File: config.mk
export PLATFORM = sky130hd
export DESIGN_NAME = rr_arbiter_83_flat
export DESIGN_NICKNAME = d
export VERILOG_FILES = /design/src/rtl/rr_arbiter_83_if.sv /design/src/rtl/rr_arbiter_83.sv /design/src/flat_wrapper.sv
export SDC_FILE = /design/constraint.sdc
export NUM_CORES = 1
export LEC_CHECK = 0
export ABC_AREA = 1
export CORE_UTILIZATION = 46
export DETAILED_ROUTE_END_ITERATION = 8
export PLACE_DENSITY = 0.69
export REMOVE_ABC_BUFFERS = 1
export SLEW_MARGIN = 10
export SYNTH_ARGS = -nofsm -noshare
export SYNTH_HDL_FRONTEND = slang
export SYNTH_SLANG_ARGS = --single-unit
File: constraint.sdc
create_clock -name clk -period 3.4 [get_ports clk]
set_input_delay 0.68 -clock clk [delete_from_list [all_inputs] [get_ports clk]]
set_output_delay 0.68 -clock clk [all_outputs]
set_load 0.03 [all_outputs]
File: src/rtl/rr_arbiter_83_if.sv
// Purpose: handshake/bus bundle between requesters and rr_arbiter_83.
// Ports: en/req/done driven by the requester side (master), gnt/gnt_id/gnt_valid
//        (and timeout when GRANT_TIMEOUT_EN is defined) driven by the arbiter (slave).
interface rr_arbiter_83_if;
  logic       en;
  logic [7:0] req;
  logic       done;
  logic [7:0] gnt;
  logic [2:0] gnt_id;
  logic       gnt_valid;
`ifdef GRANT_TIMEOUT_EN
  logic       timeout;

  modport master (output en, req, done, input gnt, gnt_id, gnt_valid, timeout);
  modport slave  (input en, req, done, output gnt, gnt_id, gnt_valid, timeout);
`else
  modport master (output en, req, done, input gnt, gnt_id, gnt_valid);
  modport slave  (input en, req, done, output gnt, gnt_id, gnt_valid);
`endif
endinterface

File: src/rtl/rr_arbiter_83.sv
// Purpose: 8-way round-robin arbiter, one-hot grant plus binary index, held until release.
// Latency: req to gnt exactly 1 cycle; release to gnt drop 1 cycle; at least one idle cycle between grants.
// Backpressure: owner holds the grant until done, request withdrawal or en low.
// Ports: clk, rst (sync, active-high), bus (rr_arbiter_83_if.slave: en, req, done in;
//        gnt, gnt_id, gnt_valid out; timeout out only with GRANT_TIMEOUT_EN).
// Option: define GRANT_TIMEOUT_EN to force release after MAX_HOLD grant cycles.
module rr_arbiter_83 #(
  parameter int MAX_HOLD = 16
) (
  input  logic           clk,
  input  logic           rst,
  rr_arbiter_83_if.slave bus
);

  if (MAX_HOLD < 2 || MAX_HOLD > 256) begin : g_bad_max_hold
    $error("rr_arbiter_83: MAX_HOLD must be in 2..256");
  end

  typedef enum logic {IDLE, GRANT} state_t;

  state_t     state, state_nxt;
  logic [2:0] ptr, ptr_nxt;
  logic [7:0] gnt_q, gnt_nxt;
  logic [2:0] id_q, id_nxt;
  logic       vld_q, vld_nxt;

  logic       found;
  logic [2:0] pick;
  logic [2:0] idx;
  logic       owner_rel;
  logic       rel;
  logic       adv;

`ifdef GRANT_TIMEOUT_EN
  localparam int CW = $clog2(MAX_HOLD);
  logic [CW-1:0] cnt, cnt_nxt;
  logic          to_q, to_nxt;
`endif

  // Rotating priority scan: ptr, ptr+1, ... wrapping through 7 back to ptr-1.
  always_comb begin
    found = 1'b0;
    pick  = 3'd0;
    idx   = 3'd0;
    for (int i = 0; i < 8; i++) begin
      idx = ptr + 3'(i);
      if (!found && bus.req[idx]) begin
        found = 1'b1;
        pick  = idx;
      end
    end
  end

  // Owner-driven release (done or withdrawal) advances the pointer past the owner,
  // even if en drops in the same cycle; a pure en-low release leaves it alone.
  assign owner_rel = bus.done | ~bus.req[id_q];

  always_comb begin
    state_nxt = state;
    ptr_nxt   = ptr;
    gnt_nxt   = gnt_q;
    id_nxt    = id_q;
    vld_nxt   = vld_q;
    rel       = 1'b0;
    adv       = 1'b0;
`ifdef GRANT_TIMEOUT_EN
    cnt_nxt   = cnt;
    to_nxt    = 1'b0;
`endif
    case (state)
      IDLE: begin
        gnt_nxt = 8'h00;
        id_nxt  = 3'd0;
        vld_nxt = 1'b0;
`ifdef GRANT_TIMEOUT_EN
        cnt_nxt = '0;
`endif
        if (bus.en && found) begin
          state_nxt = GRANT;
          gnt_nxt   = 8'h01 << pick;
          id_nxt    = pick;
          vld_nxt   = 1'b1;
        end
      end
      GRANT: begin
        if (owner_rel || !bus.en) begin
          rel = 1'b1;
          adv = owner_rel;
        end
`ifdef GRANT_TIMEOUT_EN
        // Forced release only when nothing else releases this cycle.
        else if (cnt == CW'(MAX_HOLD - 1)) begin
          rel    = 1'b1;
          adv    = 1'b1;
          to_nxt = 1'b1;
        end else begin
          cnt_nxt = cnt + 1'b1;
        end
`endif
        if (rel) begin
          state_nxt = IDLE;
          gnt_nxt   = 8'h00;
          id_nxt    = 3'd0;
          vld_nxt   = 1'b0;
        end
        if (adv) begin
          ptr_nxt = id_q + 3'd1;
        end
      end
      default: state_nxt = IDLE;
    endcase
  end

  always_ff @(posedge clk) begin
    if (rst) begin
      state <= IDLE;
      ptr   <= 3'd0;
      gnt_q <= 8'h00;
      id_q  <= 3'd0;
      vld_q <= 1'b0;
`ifdef GRANT_TIMEOUT_EN
      cnt   <= '0;
      to_q  <= 1'b0;
`endif
    end else begin
      state <= state_nxt;
      ptr   <= ptr_nxt;
      gnt_q <= gnt_nxt;
      id_q  <= id_nxt;
      vld_q <= vld_nxt;
`ifdef GRANT_TIMEOUT_EN
      cnt   <= cnt_nxt;
      to_q  <= to_nxt;
`endif
    end
  end

  assign bus.gnt       = gnt_q;
  assign bus.gnt_id    = id_q;
  assign bus.gnt_valid = vld_q;
`ifdef GRANT_TIMEOUT_EN
  assign bus.timeout   = to_q;
`endif

endmodule
File: src/flat_wrapper.sv
// flat-port wrapper written by rule: the top's interface ports become plain ports
module rr_arbiter_83_flat 
#(
  parameter int MAX_HOLD = 16
)
  (clk, rst, bus_en, bus_req, bus_done, bus_gnt, bus_gnt_id, bus_gnt_valid);
  rr_arbiter_83_if bus_i ();
  input  logic clk;
  input  logic rst;
  input wire logic [$bits(bus_i.en)-1:0] bus_en;
  input wire logic [$bits(bus_i.req)-1:0] bus_req;
  input wire logic [$bits(bus_i.done)-1:0] bus_done;
  output wire logic [$bits(bus_i.gnt)-1:0] bus_gnt;
  output wire logic [$bits(bus_i.gnt_id)-1:0] bus_gnt_id;
  output wire logic [$bits(bus_i.gnt_valid)-1:0] bus_gnt_valid;
  assign bus_i.en = bus_en;
  assign bus_i.req = bus_req;
  assign bus_i.done = bus_done;
  assign bus_gnt = bus_i.gnt;
  assign bus_gnt_id = bus_i.gnt_id;
  assign bus_gnt_valid = bus_i.gnt_valid;
  rr_arbiter_83 #(.MAX_HOLD(MAX_HOLD)) u_core (.clk(clk), .rst(rst), .bus(bus_i));
endmodule
==> qor.txt <==
H-tree levels: 1
Period minus WS final: 2.681 ns
Sw frac: 0.4593
Pleak: 0.8966 nW
Core Rows: 21
Maximum vdd drop: 0.2789 mV
Vias in the first global route: 1530
CP startpoint: u_core.ptr[1]
Yosys top cell by area: dfxtp_1
RR Startpoint: u_core.ptr[1]
Max cap viols: 0
Crit Path Category: reg -> reg
Syn_area_per_cell: 6.500 sq um
Total track usage: 0.2173
Post-DP HPWL: 3127 um
I/O Buffers: 23
Psw: 0.4119 mW
Cells after Synth: 262
Largest net degree at the start of global routing: 16
Gate power share: 0.566
Fraction of registers with async set/reset: 0
Clock sink count: 16
DR vias: 1658
Die H: 62.85 um
Place WS: 0.5284 ns
Main synth FF type: dfxtp_1
Mux cell area share after synthesis: 0
Max Transition Viols Final: 0
Synth top area cells: dfxtp_1 19%, nand2_1 15%, nand3_1 10%
Synth Area in Adders: 0.02204
Final Skew: 0.001713 ns
Total CTS buffers: 3
Top cell types by occurrence after synthesis: 69 x nand2_1, 46 x nor2_1, 35 x nand3_1
Worst Tran Pin Value: 0.5672 ns
Placed Cells: 327
Syn Std Cell Area: 0.001703 sq mm
Max-slew headroom: 0.6213
I/O pins: 24
Final TNS setup: 0 ns
CP arrival: 2.80 ns
Outcome: complete, no violations
Routed len/inst: 11.49 um
First-pass GRT wire length: 6996 um
Worst reg-to-reg setup slack: 0.72 ns
Inserted Diodes: 0
Pwr Total: 0.8969 mW
Clock transition at the registers of the reported paths: 0.06 ns
Die Area: 0.003949 sq mm
Synth Area in XOR/XNOR: 0.04555
Core area: 0.003442 sq mm
DR pass1 iterations: 4
Worst-case reg-to-reg path depth: 17
Layout area overhead: 15.94%
Register area share after synthesis: 0.1881
Share of cells above drive strength 1: 0.1544
DR DRC count: 0
Fin crit share: 0.7887
Seq cells post-synth: 16
Clock root buffer master: clkbuf_8
Total congestion overflow: 0
Fillcell total: 365
DR vias/cell: 5.009
GPL Wtd Cong: 0.8667
Clk buf depth: 2
Startpoint Class: register
HP Class: reg -> reg
Starting Density: 0.4947
Number of synthesized flops with an enable pin: 0
Final Hold Fails: 0
TritonCTS clock tree: built
Achievable frequency: 372.9 MHz
Final Worst Setup Slack: 0.7185 ns
Post-synthesis compound-gate area fraction: 0.09405
Critical Path Fanout Max: 9
1st-iter DRT viols: 55
Crit path to: u_core.bus.gnt[3]
Setup bufs post-CTS: 0
Internal Pwr Total: 0.4850 mW
Clk Latency, worst-skew pair: 0.25 ns
Final Non-Filler Cells: 331
Power per Cell Area: 454.3 mW/mm^2
Synth cell types: 42
Remaining antenna violation count: 0
Final setup fails: 0
Count leader, synth: nand2_1
Resize count post-CTS: 0
CP required: 3.52 ns
Clock Power Share: 0.188
Total Wirelength: 3802 um
CTS Hold Bufs: 0
Crit path capture type: register
Post-synthesis simple-gate area fraction: 0.5276
R2R Path End: u_core.bus.gnt[3]
Layout Nets: 301
Register share of total power: 0.246
Initial antenna violation count: 0
Synth top area share: 0.1881
Die Wd: 62.85 um
Synthesis Warnings: 0
Unrepaired setup endpoints after global routing: false
Largest family of logic cells by synthesized area: simple AND/OR/NAND/NOR gates
-- how the worst min path moves through the flow --
stage	slack (ns)	to	start	cells past startpoint
after global routing	0.50	u_core.bus.gnt[7]	u_core.bus.gnt[7]	2
after global placement	0.45	u_core.bus.gnt[5]	u_core.bus.gnt[5]	2
after CTS	0.46	u_core.bus.gnt[5]	u_core.bus.gnt[5]	2
final	0.46	u_core.bus.gnt[5]	u_core.bus.gnt[5]	2
after floorplan	0.57	u_core.state	u_core.state	3
after detailed placement	0.45	u_core.bus.gnt[5]	u_core.bus.gnt[5]	2
-- power by group through the flow --
stage | clock (mW) | sequential, mW | combinational, mW
CTS | 0.174 | 0.221 | 0.510
global placement | 0 | 0.225 | 0.510
global route | 0.183 | 0.224 | 0.574
detailed placement | 0 | 0.226 | 0.508
finish | 0.169 | 0.221 | 0.507
floorplan | 0 | 0.250 | 0.362
-- per-layer routing --
metal | up-vias | part of all wire | GRT usage
met3 | 2 | 0.029 | 0.03285
met5 | - | 0 | 0
li1 | 904 | - | -
met1 | 728 | 0.51 | 0.3050
met2 | 24 | 0.45 | 0.3573
met4 | 0 | 0.0045 | 0.02616
-- per-stage QoR --
step                utilization  area (sq um)  hold slack [ns]
global placement         0.5576          1919           0.4550
finish                   0.5736          1974           0.4641
detailed placement       0.5576          1919           0.4545
global route             0.5736          1974           0.4952
CTS                      0.5736          1974           0.4648
floorplan                     -          1617           0.5651
-- layout make-up --
class | count | area, sq um | area share
repair buffers | 25 | 245.2 | 0.1242
inverters | 28 | 122.6 | 0.06210
flip-flops and latches | 16 | 320.3 | 0.1622
multi-input cells | 212 | 1174 | 0.5944
well taps | 46 | 57.56 | 0.02915
clock buffers | 4 | 55.05 | 0.02788
-- worst max-delay path: stages, from the launching register on --
cell	delay [ns]
dfxtp_1	0.35
clkinv_2	0.16
ha_1	0.54
nand3_1	0.25
nand3_2	0.16
nand2_4	0.08
nor2_8	0.13
nand4_4	0.13
nor2_4	0.18
nand2_1	0.07
nand2_1	0.06
inv_1	0.03
nand2_1	0.06
nand2_2	0.08
nand3_2	0.09
nor2_1	0.05
nor2_1	0.09
nor2_1	0.04
-- registers in the layout (all words and copies together) (netlist names) --
signal	flops
u_core.bus.gnt	8
u_core.bus.gnt_id	3
u_core.bus.gnt_valid	1
u_core.ptr	3
u_core.state	1
-- cell usage in the layout (no fill, tap or decap), types with 3 or more instances in the layout --
cell type,n
nand2_4,3
nand4_1,4
nor2_1,46
a21oi_1,8
nor2_2,3
inv_2,5
ha_1,3
nand2_1,69
clkdlybuf4s50_1,23
clkbuf_8,4
o21ai_0,3
nand2_2,5
inv_1,20
dfxtp_1,16
a211oi_1,3
nand3_1,35
nand3_2,8
-- cell families (layout without fill, tap and decap cells) --
logic type | Yosys count | count (layout)
xor gates and xnor gates | 5 | 5
adders and majority gates | 3 | 3
DFF | 16 | 16
and+or+nand+nor | 181 | 181
AOI/OAI and AO/OA | 23 | 23
buffers and inverters | 34 | 57
No activity file was read; power rests on OpenSTA's default activity.
